## src/rtl/iobuffer_fifo_ctrl.sv

```systemverilog
// Streaming FIFO controller around a 1-cycle registered-read dual-port RAM.
// Owns pointers and occupancy; a 2-entry output stage hides the RAM read latency.
module iobuffer_fifo_ctrl #(
  parameter int unsigned DEPTH = 256,
  parameter int unsigned WIDTH = 16,
  localparam int unsigned ABITS = $clog2(DEPTH)
) (
  input  logic             clock,
  input  logic             reset,
  input  logic             flush,
  input  logic [WIDTH-1:0] in_data,
  input  logic             in_valid,
  output logic             in_ready,
  output logic [WIDTH-1:0] out_data,
  output logic             out_valid,
  input  logic             out_ready,
  output logic [ABITS+1:0] level,
  output logic             empty,
  output logic             full,
  output logic [WIDTH-1:0] ram_din,
  output logic             ram_write_en,
  output logic [ABITS-1:0] ram_waddr,
  output logic [ABITS-1:0] ram_raddr,
  input  logic [WIDTH-1:0] ram_dout
);

  localparam int unsigned CW = ABITS + 1;
  localparam int unsigned LW = ABITS + 2;
  localparam logic [CW-1:0] DEPTH_CNT = CW'(DEPTH);

  logic [ABITS-1:0] wptr, wptr_nxt;
  logic [ABITS-1:0] rptr, rptr_nxt;
  logic [CW-1:0]    mem_count, mem_count_nxt;
  logic             rd_pend, rd_pend_nxt;
  logic             out_valid_nxt;
  logic             skid_valid, skid_valid_nxt;
  logic [WIDTH-1:0] out_data_nxt;
  logic [WIDTH-1:0] skid_data, skid_data_nxt;
  logic [LW-1:0]    level_nxt;
  logic [1:0]       stage_occ;
  logic             push, pop, rd_issue;

  assign in_ready     = !flush && (mem_count != DEPTH_CNT);
  assign full         = (mem_count == DEPTH_CNT);
  assign empty        = (level == '0);
  assign push         = in_valid && in_ready;
  assign pop          = out_valid && out_ready;
  assign ram_din      = in_data;
  assign ram_write_en = push;
  assign ram_waddr    = wptr;
  assign ram_raddr    = rptr;

  // Issue a read only if the output stage still has room after this cycle's pop.
  assign stage_occ = 2'(out_valid) + 2'(skid_valid) + 2'(rd_pend);
  assign rd_issue  = !flush && (mem_count != '0) && ((stage_occ - 2'(pop)) < 2'd2);

  always_comb begin
    wptr_nxt       = wptr;
    rptr_nxt       = rptr;
    mem_count_nxt  = mem_count;
    rd_pend_nxt    = 1'b0;
    out_valid_nxt  = out_valid;
    skid_valid_nxt = skid_valid;
    out_data_nxt   = out_data;
    skid_data_nxt  = skid_data;

    if (flush) begin
      wptr_nxt       = '0;
      rptr_nxt       = '0;
      mem_count_nxt  = '0;
      out_valid_nxt  = 1'b0;
      skid_valid_nxt = 1'b0;
    end else begin
      if (push)     wptr_nxt = wptr + ABITS'(1);
      if (rd_issue) rptr_nxt = rptr + ABITS'(1);
      case ({push, rd_issue})
        2'b10:   mem_count_nxt = mem_count + CW'(1);
        2'b01:   mem_count_nxt = mem_count - CW'(1);
        default: mem_count_nxt = mem_count;
      endcase
      rd_pend_nxt = rd_issue;

      // Output stage: skid drains into out first so ordering stays strict.
      if (pop && skid_valid) begin
        out_data_nxt = skid_data;
        if (rd_pend) skid_data_nxt  = ram_dout;
        else         skid_valid_nxt = 1'b0;
      end else if (!out_valid || pop) begin
        if (rd_pend) begin
          out_data_nxt  = ram_dout;
          out_valid_nxt = 1'b1;
        end else begin
          out_valid_nxt = 1'b0;
        end
      end else if (rd_pend) begin
        skid_data_nxt  = ram_dout;
        skid_valid_nxt = 1'b1;
      end
    end

    level_nxt = LW'(mem_count_nxt) + LW'(rd_pend_nxt) + LW'(out_valid_nxt) + LW'(skid_valid_nxt);
  end

  always_ff @(posedge clock or posedge reset) begin
    if (reset) begin
      wptr       <= '0;
      rptr       <= '0;
      mem_count  <= '0;
      rd_pend    <= 1'b0;
      out_valid  <= 1'b0;
      skid_valid <= 1'b0;
      out_data   <= '0;
      skid_data  <= '0;
      level      <= '0;
    end else begin
      wptr       <= wptr_nxt;
      rptr       <= rptr_nxt;
      mem_count  <= mem_count_nxt;
      rd_pend    <= rd_pend_nxt;
      out_valid  <= out_valid_nxt;
      skid_valid <= skid_valid_nxt;
      out_data   <= out_data_nxt;
      skid_data  <= skid_data_nxt;
      level      <= level_nxt;
    end
  end

endmodule

```

## config.mk

```make
export PLATFORM = sky130hd
export DESIGN_NAME = iobuffer_fifo_ctrl
export DESIGN_NICKNAME = d
export VERILOG_FILES = /design/src/rtl/iobuffer_fifo_ctrl.sv
export SDC_FILE = /design/constraint.sdc
export NUM_CORES = 1
export LEC_CHECK = 0
export ABC_CLOCK_PERIOD_IN_PS = 4170
export CAP_MARGIN = 25
export CELL_PAD_IN_SITES_DETAIL_PLACEMENT = 0
export CELL_PAD_IN_SITES_GLOBAL_PLACEMENT = 1
export CORE_MARGIN = 4
export CORE_UTILIZATION = 34
export DETAILED_ROUTE_END_ITERATION = 7
export PLACE_DENSITY_LB_ADDON = 0.08
export SETUP_SLACK_MARGIN = 0.02
export SYNTH_ARGS = -nofsm -noshare
export SYNTH_HDL_FRONTEND = slang
export SYNTH_SLANG_ARGS = --single-unit
export TNS_END_PERCENT = 100
```

## constraint.sdc

```tcl
create_clock -name clock -period 4.17 [get_ports clock]
set_input_delay 1.0425 -clock clock [delete_from_list [all_inputs] [get_ports clock]]
set_output_delay 1.0425 -clock clock [all_outputs]
set_load 0.05 [all_outputs]
```

* Word-level counts from Yosys, hierarchy flattened
Index checks and enable logic that the tools add are counted.
** Storage, ports and cells
- Bits in registers :: 70
- Input bits :: 37
- Output and inout bits :: 63
- Word-level logic and storage cells :: 65
** Cells by class
- $add $sub $neg :: 10
- $lt $le $gt $ge :: 1
- Equal/unequal tests :: 5
- Muxes and demuxes :: 22
- Bitwise logic cells :: 1
- Reductions and logical operators :: 17
** Operators by type and width (count)
- $mux W16 :: 6
- $mux W8 :: 4
- $add A10 B1 Y10 :: 2
- $pmux W9 S2 :: 1
- $add A8 B1 Y8 const B :: 2
- $add A9 B1 Y10 :: 1
- $logic_not A10 Y1 :: 1
- $mux W1 :: 10
- $add A9 B1 Y9 const B :: 1
- $eq A9 B9 Y1 const B :: 1
- $mux W9 :: 1
- $ne A9 B9 Y1 const B :: 1
- $reduce_bool A9 Y1 :: 1
- $sub A9 B1 Y9 const B :: 1
- $reduce_bool A2 Y1 :: 4
- $logic_and A1 B1 Y1 :: 6
- $reduce_and A3 Y1 :: 1
- $add A1 B1 Y2 :: 1
- $add A2 B1 Y2 :: 1
- $eq A2 B1 Y1 const B :: 1
- $eq A2 B2 Y1 const B :: 1
- $logic_not A1 Y1 :: 2
- $lt A2 B2 Y1 const B :: 1
- $ne A2 B2 Y1 const B :: 1
- other kinds (4) :: 4

* Logic depth before layout (Yosys ltp)
Gate-level depths: netlist (run 1).
- Word-level depth :: 11
- Gate-level depth with buffers :: 19
- Gate-level depth less buffers :: 17

* Worst setup path before layout (run 1)
OpenSTA, ideal clock, no wires.
- Kind :: input -> register
- Start point :: input out_ready
- End point :: register level[8]
- Library setup time :: 0.127 ns
- Data arrival time :: 4.438 ns
- Required time :: 4.043 ns
- Setup slack :: -0.395 ns
- Cell stages on the path :: 19
- Buffers on the path :: 2
- Cell sequence :: and2_1 > ha_1 > inv_1 > ha_1 > a21oi_1 > xnor2_1 > nor3_1 > ha_1 > clkbuf_8 > clkbuf_8 > xor2_1 > nor2_1 > fa_1 > ha_1 > fa_1 > nand2_1 > nor4b_2 > nand3b_1 > xor2_1
** On the way
- Cells in the longest elaborated chain, start to end :: 10
- Elaborated cells between the ends (all ways) :: 20
- Those cells by class :: add/sub: 4; order compare: 1; eq/ne: 2; mux: 9; reduce/logical: 4
** Ends and longest elaborated chain
- start, declared :: line 16 : input logic out_ready,
- $logic_and A1 B1 Y1 * :: line 47 : assign pop = out_valid && out_ready;
- $sub A2 B1 Y2 * :: line 55 : assign rd_issue = !flush && (mem_count != '0) && ((stage_occ - 2'(pop)) < 2'd2);
- $lt A2 B2 Y1 * :: line 55
- $logic_and A1 B1 Y1 * :: line 55
- $eq A2 B1 Y1 or $eq A2 B2 Y1 (tied branches) :: line 76 : case ({push, rd_issue})
- $pmux W9 S2 * :: line 76
- $mux W9 * :: line 67 : if (flush) begin
- via mem_count_nxt[0] :: line 33 : logic [CW-1:0] mem_count, mem_count_nxt;
- $add A9 B1 Y10 * :: line 101 : level_nxt = LW'(mem_count_nxt) + LW'(rd_pend_nxt) + LW'(out_valid_nxt) + LW'(skid_valid_nxt);
- $add A10 B1 Y10 * (2 in series) :: line 101
- via level_nxt[8] :: line 39 : logic [LW-1:0] level_nxt;
- end signal, assigned :: line 124 : level <= level_nxt;
- end, declared :: line 17 : output logic [ABITS+1:0] level,
The timed path passes the listed nets; every way through them passes the cells marked *.
A chain may end at the register's enable or synchronous reset.

* Worst setup path in the final report (run 1)
Same ends and word-level chain as after synthesis.

==> results of run 1 <==
## placed cells by master, fill, tap and decap left out, types with 4 or more instances in the layout
cell,n
ha_1,10
a21oi_1,24
inv_1,7
nor3_1,5
o21ai_0,4
nand2_1,8
nor2b_1,6
clkbuf_8,9
xnor2_1,6
nand2b_1,5
nor3_2,4
mux2i_1,21
nand4_1,7
buf_4,38
clkdlybuf4s50_1,64
xor2_1,17
mux2_2,16
and3_1,4
nor2_1,36
dfrtp_1,70
or4_1,4
## Yosys cell counts (4+ instances only)
cell,n,area [sq um]
nor3_1,7,35.03
nor2_1,37,138.9
buf_4,16,120.1
ha_1,14,175.2
nand4_1,7,43.79
nand2b_1,5,31.28
nor2b_1,6,37.54
or4_1,4,30.03
nand2_1,9,33.78
o21ai_0,4,20.02
xor2_1,17,148.9
inv_1,9,33.78
dfrtp_1,70,1752
xnor2_1,7,61.31
and3_1,4,25.02
a21oi_1,25,125.1
mux2_2,16,180.2
mux2i_1,21,210.2
clkbuf_1,6,22.52
## worst min-delay path by stage
| stage | from | end | depth (start not counted) |
|---|---|---|---|
| after floorplan | skid_data[0] | skid_data[0] | 1 |
| after global placement | ram_raddr[7] | ram_raddr[7] | 1 |
| after detailed placement | ram_raddr[7] | ram_raddr[7] | 1 |
| after CTS | ram_raddr[7] | ram_raddr[7] | 1 |
| after global routing | ram_raddr[7] | ram_raddr[7] | 1 |
| final | ram_raddr[7] | ram_raddr[7] | 1 |
## power by group through the flow
stage / clock, uW / sequential (uW) / combinational [uW]
after global placement: 0 / 1070 / 1930
final: 678 / 1060 / 2000
after floorplan: 0 / 1460 / 913
after detailed placement: 0 / 1080 / 1950
after CTS: 700 / 1060 / 2000
after global routing: 732 / 1090 / 2180
## area by class of cell
cell class / instances / area [sq um]
clock buffer: 9 / 123.9
clock inverter: 7 / 120.1
fill: 1028 / 5449
inverter: 9 / 33.78
multi-input combinational: 228 / 1817
sequential: 70 / 1752
tap: 136 / 170.2
timing repair buffer: 106 / 997.2
## state kept, by name, summed over array words and instances, names as in the netlist
signal	count
level	10
mem_count	9
out_data	16
out_valid	1
ram_raddr	8
ram_waddr	8
rd_pend	1
skid_data	16
skid_valid	1
## kinds of logic after synthesis
kind of cell,count (synthesis),synth area share
multiplexers,38,0.1091
adder cells (fa/ha/maj),17,0.06351
buffers and inverters,37,0.06013
AO/OA/AOI/OAI,51,0.09426
AND/OR/NAND/NOR,98,0.1432
XOR/XNOR,24,0.05676
flip-flops,70,0.4730
## per-layer routing
layer,global-route usage,vias up
li1,-,1340
met1,0.1919,1313
met2,0.2110,57
met3,0.03504,22
met4,0.05529,0
met5,0,-
## timing repair
action	in CTS	in global routing
gates resized for setup	11	2
pin swaps	11	9
buffers inserted	3	1
endpoints found under the setup margin	13	6
## metrics by stage
step,utilization,setup TNS [ns],power [uW],instance area (sq um)
global route,0.4792,-0.008177,4000,5014
finish,0.4792,0,3738,5014
global placement,0.4485,-6.035,3007,4692
CTS,0.4773,-0.002897,3768,4994
floorplan,-,-0.6887,2378,3740
detailed placement,0.4485,-6.878,3023,4692
## critical path: stages
cell and delay, ns:
buf_6 0.09, and2_4 0.14, ha_4 0.26, inv_2 0.04, ha_4 0.23, a21oi_4 0.14
xnor2_2 0.15, nor3_2 0.06, ha_2 0.35, xor2_1 0.17, nor2_2 0.07, fa_1 0.55
ha_4 0.16, fa_2 0.21, nand2_2 0.07, nor4b_4 0.24, nand3b_1 0.12, xor2_1 0.15
==> impl_metrics.json, run 1 <==
{
  "status": "finished clean",
  "rr_endpoint": "level[8]",
  "p_comb_frac": 0.535,
  "overflow": 0,
  "internal_power_uw": 2175,
  "antennaDiodeCount": 0,
  "htree_levels": 3,
  "worst_slack_ns": 0.1426,
  "cts_max_path_buffers": 2,
  "arrival_ns": 4.25,
  "p_per_area_nw_per_um2": 745.6,
  "fin_cells": 565,
  "clockRootBuffer": "clkbuf_8",
  "crit_path_max_fanout": 3,
  "wl_met3_um": 377,
  "synthCells": 335,
  "path_clk_slew_ns": 0.08,
  "final_nets": 478,
  "vias": 2732,
  "synth-seq-area-share": 0.4730,
  "grt_util_all_layers": 0.1395,
  "cts_sinks": 70,
  "clkPwrFrac": 0.181,
  "die_w_um": 112.4,
  "wl_met2_um": 3857,
  "critPathLaunchType": "input pin",
  "end_kind": "register",
  "finalCriticalPeriod_ns": 4.027,
  "startpoint": "out_ready",
  "first_iter_violations": 89,
  "vias_per_cell": 4.835,
  "pin_count": 100,
  "rsz0062_at_grt": "yes",
  "cap_violations": 0,
  "power.switching_uw": 1563,
  "hold_viol_final": 0,
  "relSlewSlack": 0.5085,
  "r2r_start": "out_valid",
  "antenna_found_initial": 0,
  "switching_share": 0.4181,
  "portBuffers": 67,
  "die-height_um": 112.4,
  "grt_start_max_net_pins": 71,
  "whs_ns": 0.4862,
  "p_seq_frac": 0.283,
  "wl_um": 8379,
  "finalMaxSlewViolations": 0,
  "min_period_over_period": 0.9658,
  "synth_edf_count": 0,
  "numCtsBuffers": 9,
  "syn-mean-instance-area_sq_um": 11.06,
  "start_util": 0.3540,
  "setup_viol": 0,
  "layout-drive-gt1-share": 0.2331,
  "hold_buffers": 0,
  "area_growth_syn_to_layout_pct": 35.37,
  "cts_tree": "built",
  "syn_area_sq_um": 3704,
  "crit_type": "input pin to register",
  "synth-async-reset-ratio": 1.000,
  "dp_hpwl_um": 5963,
  "synth-main-ff-cell": "dfrtp_1",
  "gp_congestion": 0.7687,
  "coreArea_sq_um": 10460,
  "skew_ns": 0.01187,
  "tightest_slew_ns": 0.7373,
  "dr.pass1.iters": 4,
  "drcViolationCount": 0,
  "endpoint": "level[8]",
  "die_area_sq_um": 12630,
  "synth_nets": 389,
  "netlist-cell-type-count": 54,
  "ant_nets": 0,
  "grt_pass1_vias": 2792,
  "fmax_mhz": 248.3,
  "ff2ff_path_depth": 17,
  "yosys_register_bits": 70,
  "wl_met1_um": 3961,
  "leakage_uw": 0.002397,
  "dp_cells": 545,
  "yosysWarnings": 0,
  "worstPathRequired_ns": 4.39,
  "rows": 37,
  "rrSetupSlack_ns": 0.40,
  "ir_drop_v": 0.0003773,
  "hold_path.class": "register to register",
  "grt_pass1_wl_um": 14240,
  "clock_latency_ns": 0.35,
  "post-place-ws_ns": -0.6471,
  "top_layer": "met4",
  "wl_per_cell_um": 14.83
}
Note: power is estimated with default switching activity, not from simulation.
==> inputs of run 2 (changes only) <==
- ABC_CLOCK_PERIOD_IN_PS: 4170 -> 4300
- CORE_MARGIN: 4 -> default
- CORE_UTILIZATION: 34 -> 38
- clock period: 4.17 -> 4.3 ns (I/O delays scaled with it)
==> run 2 against run 1 <==
- combinational power down 5%
- first-iteration DRC count down 22%
- sequential power down 4%
- flip-flop and latch count unchanged
- critical path type unchanged
- highest routed layer unchanged
==> impl_metrics.json, run 2 (synthesis results as in run 1) <==
{
  "dr.pass1.iters": 5,
  "grt_start_max_net_pins": 33,
  "clkPwrFrac": 0.169,
  "path_clk_slew_ns": 0.08,
  "vias": 2760,
  "tightest_slew_ns": 0.9444,
  "cts_sinks": 70,
  "antenna_found_initial": 0,
  "dp_hpwl_um": 5665,
  "hold_path.class": "register to register",
  "p_per_area_nw_per_um2": 713.5,
  "arrival_ns": 4.29,
  "cts_tree": "built",
  "area_growth_syn_to_layout_pct": 33.48,
  "die-height_um": 100.7,
  "ant_nets": 0,
  "setup_viol": 0,
  "wl_per_cell_um": 14.23,
  "coreArea_sq_um": 9328,
  "layout_common_cells": "dfrtp_1, clkdlybuf4s50_1, buf_4",
  "reg_top3": "out_data x16, skid_data x16, level x10",
  "fmax_mhz": 245.2,
  "die_w_um": 100.7,
  "first_iter_violations": 69,
  "final_nets": 478,
  "ir_drop_v": 0.0002824,
  "antennaDiodeCount": 0,
  "relSlewSlack": 0.3689,
  "finalCriticalPeriod_ns": 4.078,
  "crit_path_max_fanout": 3,
  "gp_congestion": 0.8467,
  "drcViolationCount": 0,
  "min_period_over_period": 0.9483,
  "cts_max_path_buffers": 2,
  "leakage_uw": 0.002375,
  "hold_viol_final": 0,
  "numCtsBuffers": 9,
  "skew_ns": 0.004454,
  "htree_levels": 3,
  "rsz0062_at_grt": "no",
  "grt_pass1_vias": 2783,
  "grt_util_all_layers": 0.1745,
  "whs_ns": 0.4829,
  "critPathLaunchType": "input pin",
  "die_area_sq_um": 10140,
  "fin_util": 0.5300,
  "mostFrequentLayoutCell": "dfrtp_1",
  "internal_power_uw": 2045,
  "power.total_uw": 3527,
  "finalMaxSlewViolations": 0,
  "start_util": 0.3970,
  "clockRootBuffer": "clkbuf_8",
  "fin_cells": 558,
  "overflow": 0,
  "fin_setup_tns_ns": 0,
  "grt_pass1_wl_um": 13720,
  "portBuffers": 67,
  "pin_count": 100,
  "wl_um": 7942,
  "dp_cells": 538,
  "switching_share": 0.4202,
  "layout-drive-gt1-share": 0.2238,
  "clock_latency_ns": 0.33,
  "rows": 35,
  "p_seq_frac": 0.289,
  "power.switching_uw": 1482,
  "end_kind": "register",
  "worstPathRequired_ns": 4.51,
  "crit_type": "input pin to register",
  "p_comb_frac": 0.541,
  "vias_per_cell": 4.946,
  "status": "finished clean",
  "cap_violations": 0
}
-- run 2: cell types whose count changed in the layout (fill, tap and decap cells not counted), sizes merged --
cell / delta
clkbuf: +3
inv: -2
bufinv: -1
clkinv: +2
buf: -1
clkinvlp: -1
-- run 2: power by group through the flow --
stage | clock network, uW | logic [uW] | registers [uW]
2_1_floorplan | 0 | 885 | 1420
3_3_place_gp | 0 | 1860 | 1030
3_5_place_dp | 0 | 1880 | 1040
4_1_cts | 621 | 1910 | 1030
5_1_grt | 645 | 2080 | 1050
6_report | 598 | 1910 | 1020
-- run 2: worst paths after layout --
check / cells past startpoint / slack [ns] / startpoint / end
min in group asynchronous: 2 / 1.13 / reset / skid_data[9]
worst max-delay path: 18 / 0.22 / out_ready / level[6]
worst min register to register: 1 / 0.48 / ram_raddr[7] / ram_raddr[7]
max in group asynchronous: 3 / 2.40 / reset / ram_waddr[1]
worst max register to register: 17 / 0.56 / out_valid / level[6]
worst min-delay path: 1 / 0.48 / ram_raddr[7] / ram_raddr[7]
-- run 2: final cells by class --
cell class	count	area [sq um]
repair buffers	106	978.4
inverters	9	33.78
clock buffers	11	141.4
clock inverters	5	82.58
multi-input cells	228	1794
well taps	129	161.4
flip-flops and latches	70	1752
fillers	880	4384
-- run 2: metrics by stage --
stage / worst slack, ns / instance area, sq um
global placement: -0.4013 / 4671
finish: 0.2222 / 4943
detailed placement: -0.4777 / 4671
floorplan: -0.2023 / 3740
CTS: 0.05106 / 4931
global route: 0.03379 / 4943
-- run 2: what timing repair did --
item | CTS | global route
setup endpoints to repair | 8 | 6
hold buffers | 0 | 0
hold endpoints to repair | 0 | 0
setup buffers | 2 | 2
gates resized for setup | 5 | 2
pin swaps | 8 | 7
-- run 2: per-layer routing --
layer,wire [um],part of all wire,GRT usage
met3,285,0.036,0.03953
met4,68,0.0086,0.05909
met1,3923,0.49,0.2385
met2,3665,0.46,0.2740
met5,0,0,0
-- run 2: critical path: stages --
cell      delay (ns)
clkbuf_2        0.10
and2_4          0.15
ha_4            0.26
inv_2           0.03
ha_4            0.25
a21oi_2         0.05
xnor2_1         0.14
nor3_1          0.17
ha_2            0.32
xor2_1          0.16
nor2_1          0.16
fa_1            0.48
ha_4            0.19
fa_2            0.34
nand2_2         0.09
nor4b_4         0.05
buf_4           0.13
xor2_1          0.15
